$ cat config.mk
export PLATFORM = sky130hd
export DESIGN_NAME = bus_uart_tx
export DESIGN_NICKNAME = d
export VERILOG_FILES = /design/src/rtl/bus_uart_tx.sv
export SDC_FILE = /design/constraint.sdc
export NUM_CORES = 1
export LEC_CHECK = 0
export ABC_AREA = 1
export CAP_MARGIN = 40
export CORE_MARGIN = 4
export CORE_UTILIZATION = 58
export DETAILED_ROUTE_END_ITERATION = 10
export PLACE_DENSITY = 0.8
export SYNTH_ARGS = -nofsm -noshare
export SYNTH_HDL_FRONTEND = slang
export SYNTH_SLANG_ARGS = --single-unit
$ cat constraint.sdc
create_clock -name Clk -period 2.8 [get_ports Clk]
set_input_delay 0.28 -clock Clk [delete_from_list [all_inputs] [get_ports Clk]]
set_output_delay 0.28 -clock Clk [all_outputs]
set_load 0.02 [all_outputs]
$ cat src/rtl/bus_uart_tx.sv
// bus_uart_tx: memory-mapped UART transmitter with a 4-entry byte FIFO.
// Registers (relative to BASE_ADDR): +0 TXDATA (write), +1 STATUS, +2 COUNT.
// Optional feature: define UART_TX_PARITY_EN to append an even parity bit
// between the data bits and the stop bit.
module bus_uart_tx #(
    parameter logic [7:0] BASE_ADDR    = 8'hF0,
    parameter int         CLKS_PER_BIT = 16
) (
    input  logic       Clk,
    input  logic       Rst,
    input  logic [7:0] i_Addres_Data_Bus,
    input  logic [7:0] i_DataOut_Bus,
    input  logic       i_RW,
    output logic [7:0] o_Dato_Bus,
    output logic       o_Tx,
    output logic       o_Busy
);

    localparam logic [7:0] ADDR_DATA   = BASE_ADDR;
    localparam logic [7:0] ADDR_STATUS = BASE_ADDR + 8'd1;
    localparam logic [7:0] ADDR_COUNT  = BASE_ADDR + 8'd2;
    localparam logic [7:0] BIT_LAST    = 8'(CLKS_PER_BIT - 1);

    typedef enum logic [2:0] {
        S_IDLE  = 3'd0,
        S_START = 3'd1,
        S_DATA  = 3'd2,
        S_STOP  = 3'd3
`ifdef UART_TX_PARITY_EN
        , S_PARITY = 3'd4
`endif
    } state_t;

`ifdef UART_TX_PARITY_EN
    // Even parity: the transmitted bit makes the total count of ones even.
    function automatic logic even_parity(input logic [7:0] d);
        return ^d;
    endfunction
`endif

    state_t      state_r;
    state_t      state_nx_s;
    logic [7:0]  fifo_mem_r [0:3];
    logic [1:0]  wr_ptr_r;
    logic [1:0]  rd_ptr_r;
    logic [2:0]  count_r;
    logic [2:0]  count_nx_s;
    logic        ovf_r;
    logic        ovf_nx_s;
    logic        wr_prev_r;
    logic [7:0]  shift_r;
    logic [7:0]  shift_nx_s;
    logic [7:0]  clk_cnt_r;
    logic [7:0]  clk_cnt_nx_s;
    logic [2:0]  bit_idx_r;
    logic [2:0]  bit_idx_nx_s;
    logic        tx_r;
    logic        tx_nx_s;
    logic        busy_r;
    logic        pop_s;
`ifdef UART_TX_PARITY_EN
    logic        parity_r;
`endif

    logic match_s;
    logic wr_lvl_s;
    logic wr_fire_s;
    logic push_s;
    logic push_ok_s;
    logic clr_s;
    logic empty_s;
    logic full_s;
    logic tx_active_s;

    // A strobe acts once: only its first cycle (previous level low) fires.
    assign match_s     = (i_Addres_Data_Bus == ADDR_DATA) ||
                         (i_Addres_Data_Bus == ADDR_STATUS) ||
                         (i_Addres_Data_Bus == ADDR_COUNT);
    assign wr_lvl_s    = i_RW & match_s;
    assign wr_fire_s   = wr_lvl_s & ~wr_prev_r;
    assign push_s      = wr_fire_s & (i_Addres_Data_Bus == ADDR_DATA);
    assign clr_s       = wr_fire_s & (i_Addres_Data_Bus == ADDR_STATUS) & i_DataOut_Bus[2];
    assign empty_s     = (count_r == 3'd0);
    assign full_s      = (count_r == 3'd4);
    assign tx_active_s = (state_r != S_IDLE);
    // A full FIFO still accepts a push when the head is popped on the same edge.
    assign push_ok_s   = push_s & (~full_s | pop_s);

    assign o_Tx   = tx_r;
    assign o_Busy = busy_r;

    // Register read mux; TXDATA and unmapped addresses read as zero.
    always_comb begin
        o_Dato_Bus = 8'h00;
        case (i_Addres_Data_Bus)
            ADDR_STATUS: o_Dato_Bus = {4'b0000, tx_active_s, ovf_r, full_s, empty_s};
            ADDR_COUNT:  o_Dato_Bus = {5'b00000, count_r};
            default:     o_Dato_Bus = 8'h00;
        endcase
    end

    // FIFO occupancy and sticky overflow; an overflowing push beats a clear.
    always_comb begin
        count_nx_s = count_r;
        ovf_nx_s   = ovf_r;
        case ({push_ok_s, pop_s})
            2'b10:   count_nx_s = count_r + 3'd1;
            2'b01:   count_nx_s = count_r - 3'd1;
            default: count_nx_s = count_r;
        endcase
        if (clr_s) begin
            ovf_nx_s = 1'b0;
        end else begin
            ovf_nx_s = ovf_r;
        end
        if (push_s && !push_ok_s) begin
            ovf_nx_s = 1'b1;
        end else begin
            ovf_nx_s = ovf_nx_s;
        end
    end

    // Transmit FSM: next state, bit timing, shifting and line level for this state.
    always_comb begin
        state_nx_s   = state_r;
        pop_s        = 1'b0;
        shift_nx_s   = shift_r;
        clk_cnt_nx_s = clk_cnt_r;
        bit_idx_nx_s = bit_idx_r;
        tx_nx_s      = 1'b1;
        case (state_r)
            S_IDLE: begin
                tx_nx_s = 1'b1;
                if (!empty_s) begin
                    state_nx_s   = S_START;
                    pop_s        = 1'b1;
                    shift_nx_s   = fifo_mem_r[rd_ptr_r];
                    clk_cnt_nx_s = BIT_LAST;
                    bit_idx_nx_s = 3'd0;
                end else begin
                    state_nx_s = S_IDLE;
                end
            end
            S_START: begin
                tx_nx_s = 1'b0;
                if (clk_cnt_r == 8'd0) begin
                    state_nx_s   = S_DATA;
                    clk_cnt_nx_s = BIT_LAST;
                    bit_idx_nx_s = 3'd0;
                end else begin
                    clk_cnt_nx_s = clk_cnt_r - 8'd1;
                end
            end
            S_DATA: begin
                tx_nx_s = shift_r[0];
                if (clk_cnt_r == 8'd0) begin
                    clk_cnt_nx_s = BIT_LAST;
                    shift_nx_s   = {1'b0, shift_r[7:1]};
                    if (bit_idx_r == 3'd7) begin
`ifdef UART_TX_PARITY_EN
                        state_nx_s = S_PARITY;
`else
                        state_nx_s = S_STOP;
`endif
                        bit_idx_nx_s = 3'd0;
                    end else begin
                        bit_idx_nx_s = bit_idx_r + 3'd1;
                    end
                end else begin
                    clk_cnt_nx_s = clk_cnt_r - 8'd1;
                end
            end
`ifdef UART_TX_PARITY_EN
            S_PARITY: begin
                tx_nx_s = parity_r;
                if (clk_cnt_r == 8'd0) begin
                    state_nx_s   = S_STOP;
                    clk_cnt_nx_s = BIT_LAST;
                end else begin
                    clk_cnt_nx_s = clk_cnt_r - 8'd1;
                end
            end
`endif
            S_STOP: begin
                tx_nx_s = 1'b1;
                if (clk_cnt_r == 8'd0) begin
                    state_nx_s = S_IDLE;
                end else begin
                    clk_cnt_nx_s = clk_cnt_r - 8'd1;
                end
            end
            default: begin
                state_nx_s = S_IDLE;
                tx_nx_s    = 1'b1;
            end
        endcase
    end

    // State, FIFO storage and registered line outputs; Rst low clears everything.
    always_ff @(posedge Clk) begin
        if (!Rst) begin
            state_r   <= S_IDLE;
            wr_ptr_r  <= 2'd0;
            rd_ptr_r  <= 2'd0;
            count_r   <= 3'd0;
            ovf_r     <= 1'b0;
            wr_prev_r <= 1'b0;
            shift_r   <= 8'h00;
            clk_cnt_r <= 8'd0;
            bit_idx_r <= 3'd0;
            tx_r      <= 1'b1;
            busy_r    <= 1'b0;
`ifdef UART_TX_PARITY_EN
            parity_r  <= 1'b0;
`endif
            for (int i = 0; i < 4; i++) begin
                fifo_mem_r[i] <= 8'h00;
            end
        end else begin
            state_r   <= state_nx_s;
            wr_prev_r <= wr_lvl_s;
            count_r   <= count_nx_s;
            ovf_r     <= ovf_nx_s;
            shift_r   <= shift_nx_s;
            clk_cnt_r <= clk_cnt_nx_s;
            bit_idx_r <= bit_idx_nx_s;
            tx_r      <= tx_nx_s;
            busy_r    <= tx_active_s | ~empty_s;
            if (push_ok_s) begin
                fifo_mem_r[wr_ptr_r] <= i_DataOut_Bus;
                wr_ptr_r             <= wr_ptr_r + 2'd1;
            end else begin
                wr_ptr_r <= wr_ptr_r;
            end
            if (pop_s) begin
                rd_ptr_r <= rd_ptr_r + 2'd1;
`ifdef UART_TX_PARITY_EN
                parity_r <= even_parity(fifo_mem_r[rd_ptr_r]);
`endif
            end else begin
                rd_ptr_r <= rd_ptr_r;
            end
        end
    end

endmodule
==> results of run 1 <==
## sequential cells by signal, indices dropped and copies added (netlist names), named ones only
register    cells
clk_cnt_r       8
o_Tx            1
fifo_mem_r     32
count_r         3
ovf_r           1
state_r         2
rd_ptr_r        2
o_Busy          1
bit_idx_r       3
wr_prev_r       1
shift_r         8
wr_ptr_r        2
## placed cells by master (no fill, tap or decap), types with 9 or more instances in the layout
| cell type | count |
|---|---|
| edfxtp_1 | 32 |
| nand3_1 | 13 |
| nand2_1 | 85 |
| a21oi_1 | 11 |
| inv_1 | 48 |
| clkbuf_8 | 9 |
| nor2_1 | 105 |
| o21ai_1 | 13 |
| o21ai_0 | 23 |
| inv_2 | 9 |
| dfxtp_1 | 34 |
| clkdlybuf4s50_1 | 24 |
## worst reg2reg max path, cell delays in order, from the launching register on
cell     delay [ns]
dfxtp_1        0.39
inv_1          0.10
ha_1           0.32
nor2_4         0.23
nor2_8         0.09
inv_1          0.07
ha_1           0.13
inv_1          0.06
fa_1           0.38
a21oi_1        0.14
o21ai_0        0.11
o21ai_0        0.17
a21oi_1        0.05
## metrics by stage
step                      setup slack (ns)  cells   util  cell area, µm²  total power [W]
after floorplan                      0.633    449      -            3540          0.00224
after global placement               0.470    536  0.641            3800          0.00244
after detailed placement             0.390    536  0.641            3800          0.00247
after CTS                            0.426    552  0.679            4020          0.00339
after global routing                 0.171    552  0.679            4020          0.00360
final                                0.441    552  0.679            4020          0.00338
## final timing paths
kind                             end  slack [ns]  cells after the start
max reg2reg  count_r[2]$_SDFFE_PN0P_        0.44                     12
max          count_r[2]$_SDFFE_PN0P_        0.44                     12
min                             flop        0.47                      2
min reg2reg                     flop        0.47                      2
## cell usage after synthesis, types with 3 or more instances
cell and instances:
ha_1 8, o21ai_1 13, o22ai_1 3, inv_2 9
or2_0 5, inv_1 48, nor2_1 105, xor2_1 3
nand4_4 5, nand2_1 85, nand3_1 13, buf_4 7
o21ai_0 23, nand4_1 5, a21oi_1 11, nor2_2 3
buf_2 5, nor2_4 3, nand2_2 5, dfxtp_1 34
edfxtp_1 32, or2_2 3
## per-layer routing
metal,GRT usage,share of wire
met1,0.219,0.44
met2,0.346,0.50
met3,0.0365,0.041
met4,0.119,0.026
met5,0,0
## cell type report
cell class	instances	area (µm²)	share of cell area
Clock buffer	9	124	0.0308
Clock inverter	7	101	0.0252
Inverter	57	214	0.0532
Multi-Input combinational cell	311	1590	0.394
Sequential cell	66	1640	0.408
Tap cell	75	93.8	0.0233
Timing Repair Buffer	27	263	0.0653
## kinds of logic after synthesis
logic type	Yosys count
simple gates	238
buf+inv	72
compound gates	57
other cells	1
fa+ha+maj	9
xor+xnor	3
flops	66
## power by group
group	internal [W]	leakage, nW	switching [W]
sequential	0.00115	0.607	0.0000786
clock	0.000508	0.106	0.000402
combinational	0.000443	1.03	0.000803
total	0.00210	1.75	0.00128
==> metrics.txt, run 1 <==
YS warnings=0; final setup vio count=0; delay-heaviest family, CP=adder cells; GRT Overall Usage=0.197; Buf/Inv on CP=3; core area=0.00592 mm²; fin. max-slew vios=0; Max Cap Violations=0; CP startpoint kind=flop; endpoints failing hold=0; Async SR Flop Fraction=0; largest family of logic cells by synthesized area=simple AND/OR/NAND/NOR gates; Gate Count Post-Synth=446; Final Wtd Congestion=0.852; top cells by area, synth=edfxtp_1 (27%), dfxtp_1 (19%), nor2_1 (11%); Final Cycle Share=0.843; H-tree levels=3; vias in the first global route=2775; DRT Pass-1 Iters=4; Root Driver=clkbuf_8; Routed wire per std cell=12.3 µm; Slew @ Worst Pin=0.512 ns; # rows=28; crit-path max FO=8; status=finished, final reports clean; layout cell share with drive strength beyond 1=0.113; Area Overhead vs Synth=13.8%; Avg Cell Area, Syn=7.92 µm²; Post-CTS Setup Inserts=0; violation count after the first detailed-route iteration=167; cell repeated most along the worst path=inv_1; largest area contributor in the netlist=edfxtp_1; RSZ-0062 raised after global routing=no; peak supply drop=731 µV; Synth Area in Compound Gates=0.0871; Simple-Gate Fraction of Synth Area=0.316; DP Wirelength=4850 µm; CP Capture Type=flop; Antenna Cells=0; pin count of the biggest net entering global routing=30; Hold WC Path Type=reg -> reg; hold_sp=rd_ptr_r[1]$_SDFFE_PN0P_; Final Skew=0.0101 ns; hold slack=0.471 ns; initial antenna violation count=0; share of the synthesized area in the top cell type=0.272; GRT overflow=0; Ports=29; required time of the critical path=3.04 ns; Final nets=500; EDFF count, synth=32; cts hold-fix bufs=0; post-route ant nets=0; Sink Count=66; Post-Synth XOR/XNOR Area=0.00744; post-synthesis adder-cell area fraction=0.0340; Critical Path AT=2.60 ns; Largest stage delay, worst path=0.39 ns; multiplexer share of the synthesized area=0; Die Span Y=86.1 µm; drt via density=5.16; Slowest-stage cell, CP=dfxtp_1; DR DRC count=0; input/output buffers=24; fmax=424 MHz; starting density of the core=0.597; Syn Std Cell Area=0.00353 mm²; die width=86.1 µm; Main synth FF type=dfxtp_1; Worst R2R Start=state_r[1]$_SDFFE_PN0P_; post-layout min period=2.36 ns; crit path kind=reg -> reg; Via Count=2851; post-synthesis sequential area ratio=0.465; P per Cell Area=841 mW/mm²; clock-pin slew on the worst setup and hold paths=0.08 ns; leakage=1.75 nW; first-pass GRT wire length=11500 µm; Distinct cells, synth=37; Slew HR=0.658; CTS resizes=0; CTS Buffer Depth=2; worst setup path start=state_r[1]$_SDFFE_PN0P_; fillers=475; CP cell instances=inv_1 > ha_1 > nor2_4 > nor2_8 > inv_1 > ha_1 > inv_1 > fa_1 > a21oi_1 > o21ai_0 > o21ai_0 > a21oi_1; die area=0.00740 mm²; clock latency on the worst-skew pair=0.36 ns; Setup TNS=0 ns; post-synthesis register bit count=66; CTS tree=yes; total CTS buffers=9; drt total wl=6810 µm
(Power assumes the default switching activity.)
==> run 2: changes to the inputs <==
--- a/config.mk
+++ b/config.mk
@@ -8,9 +8,9 @@
 export ABC_AREA = 1
 export CAP_MARGIN = 40
 export CORE_MARGIN = 4
-export CORE_UTILIZATION = 58
+export CORE_UTILIZATION = 52
 export DETAILED_ROUTE_END_ITERATION = 10
-export PLACE_DENSITY = 0.8
+export PLACE_DENSITY = 0.75
 export SYNTH_ARGS = -nofsm -noshare
 export SYNTH_HDL_FRONTEND = slang
 export SYNTH_SLANG_ARGS = --single-unit
==> constraint.sdc (replaced) <==
create_clock -name Clk -period 2.05 [get_ports Clk]
set_input_delay 0.205 -clock Clk [delete_from_list [all_inputs] [get_ports Clk]]
set_output_delay 0.205 -clock Clk [all_outputs]
set_load 0.02 [all_outputs]
==> run 2 against run 1 <==
  * Via count increased by 0.18%
  * Global-route usage decreased by 3.0 points
  * Routed wire length decreased by 2.6%
  * Clock-buffer cell count unchanged
  * Worst setup slack got worse by 0.35 ns
  * First-iteration DRC count decreased by 32%
  * Cell count increased by 4.0%
  * Cell area increased by 5.7%
  * Core utilization decreased by 2.1 points
  * Fmax increased by 20%
  * Critical endpoint unchanged
  * Combinational power increased by 43%
  * Sequential power increased by 37%
==> metrics.txt, run 2 (synthesized netlist as in run 1, its figures left out) <==
status=finished, final reports clean; CTS Buffer Depth=2 (unchanged); FF-to-FF setup slack=0.09 ns (-0.35 ns); clock-pin slew on the worst setup and hold paths=0.08 ns (about the same); initial antenna violation count=0 (unchanged); r2r worst-path depth=12 (unchanged); DR DRC count=0 (unchanged); CP Capture Type=flop; pre-CTS setup slack=-0.148 ns (-0.538 ns); Slowest-stage cell, CP=dfxtp_2; first-pass GRT wire length=11100 µm (-3.7%); H-tree levels=3 (unchanged); clock latency on the worst-skew pair=0.35 ns (about the same); violation count after the first detailed-route iteration=113 (-32%); final setup vio count=0 (unchanged); endpoints failing hold=0 (unchanged); Routed wire per std cell=11.6 µm (-6.3%); Final Cycle Share=0.958 (+0.115); post-layout min period=1.96 ns (-0.396 ns); core area=0.00646 mm² (+9.1%); cts hold-fix bufs=0 (unchanged); Sink Count=66 (unchanged); DP Cell Count=556 (+3.7%); Via Count=2856 (+0.18%); post-layout util=0.658 (-0.0211); layout cell share with drive strength beyond 1=0.177 (+0.0639); crit-path max FO=4 (-4); Hold Crit Depth=2 (unchanged); most frequent cells in the layout=nor2_1 (105), nand2_1 (84), inv_1 (43); leakage=1.88 nW (+7.7%); Ports=29 (unchanged); required time of the critical path=2.29 ns (-0.75 ns); post-route ant nets=0 (unchanged); Final nets=520 (+4.0%); Largest stage delay, worst path=0.38 ns (about the same); worst setup margin=0.0870 ns (-0.354 ns); crit path kind=reg -> reg; Final Skew=0.00934 ns (-0.000797 ns); drt total wl=6630 µm (-2.6%); Root Driver=clkbuf_8; DP Wirelength=4860 µm (+0.20%); top flop regs=fifo_mem_r: 32 flops, clk_cnt_r: 8 flops, shift_r: 8 flops; Final Wtd Congestion=0.842 (-1.2%); die area=0.00818 mm² (+10%); Pwr Total=0.00463 W (+37%); Antenna Cells=0 (unchanged); die width=90.4 µm (+5.1%); CP startpoint kind=flop; Critical Path AT=2.20 ns (-0.40 ns); GRT overflow=0 (unchanged); vias in the first global route=2587 (-6.8%); drt via density=4.98 (-3.7%); CTS tree=yes; GRT Overall Usage=0.167 (-0.0302); starting density of the core=0.547 (-0.0497); fin cells=574 (+4.0%); Die Span Y=90.4 µm (+5.1%); P per Cell Area=1090 mW/mm² (+30%); peak supply drop=516 µV (-29%); input/output buffers=24 (unchanged); Top reg by flops=fifo_mem_r; Largest register FFs=32 (unchanged); fin. max-slew vios=0 (unchanged); DRT Pass-1 Iters=4 (unchanged); total CTS buffers=9 (unchanged); fmax=509 MHz (+20%); pin count of the biggest net entering global routing=34 (+13%); commonest non-fill, non-tap cell in the layout=nor2_1; Area Overhead vs Synth=20.3%; # rows=29 (+3.6%); CP cell instances=inv_4 > ha_4 > nor2_4 > nor2_8 > inv_2 > ha_4 > inv_2 > fa_2 > a21oi_2 > o21ai_2 > o21ai_1 > a21oi_1; Max Cap Violations=0 (unchanged); Hold WC Path Type=reg -> reg
-- run 2: cell types whose count changed in the layout (fill, tap and decap cells not counted), sizes merged --
cell,delta
clkinv,+1
bufinv,-1
buf,+20
clkdlybuf4s50,-4
dlygate4sd2,+4
inv,+2
clkinvlp,-2
-- run 2: report_power, final --
part           total (W)  internal [W]  switching, W  leakage [nW]
clock network    0.00117      0.000587      0.000580         0.107
logic            0.00179      0.000697       0.00109          1.16
registers        0.00168       0.00157      0.000107         0.608
-- run 2: worst paths after layout --
check / startpoint / end
hold / removal: rd_ptr_r[1]$_SDFFE_PN0P_ / rd_ptr_r[1]$_SDFFE_PN0P_
setup / recovery: state_r[0]$_SDFFE_PN0P_ / count_r[2]$_SDFFE_PN0P_
setup reg to reg: state_r[0]$_SDFFE_PN0P_ / count_r[2]$_SDFFE_PN0P_
hold reg to reg: rd_ptr_r[1]$_SDFFE_PN0P_ / rd_ptr_r[1]$_SDFFE_PN0P_
-- run 2: per-stage QoR --
step	TNS [ns]	hold slack, ns	instance area (µm²)
2_1_floorplan	0	0.341	3550
3_3_place_gp	-0.247	0.448	3990
3_5_place_dp	-1.15	0.454	3990
4_1_cts	0	0.465	4190
5_1_grt	-0.0367	0.489	4250
6_report	0	0.471	4250
-- run 2: final cells by class --
class | instances | area, µm²
clock inverter | 7 | 85.1
clock buffer | 9 | 124
timing repair buffer | 47 | 458
fill | 517 | 2210
multi-input combinational | 311 | 1630
sequential | 66 | 1640
inverter | 57 | 216
tap | 77 | 96.3
-- run 2: what timing repair did --
| action | 4_1_cts | 5_1_grt |
|---|---|---|
| setup buffers | 0 | 2 |
| setup endpoints to repair | 4 | 1 |
| gates resized for setup | 4 | 14 |
| pin swaps | 0 | 5 |
-- run 2: routing by layer --
metal | vias to the layer above | routed length [µm] | GRT usage
met4 | 0 | 83 | 0.0497
met2 | 58 | 3230 | 0.281
met1 | 1286 | 3030 | 0.201
met3 | 10 | 291 | 0.0575
li1 | 1502 | - | -
met5 | - | 0 | 0
-- run 2: worst max-delay path: cells and delay by family, from the launching register on --
| kind | cells | cell delay (ns) |
|---|---|---|
| AOI/OAI and AO/OA | 4 | 0.40 |
| adders and majority gates | 3 | 0.67 |
| buffers and inverters | 3 | 0.15 |
| DFF | 1 | 0.38 |
| and+or+nand+nor | 2 | 0.23 |
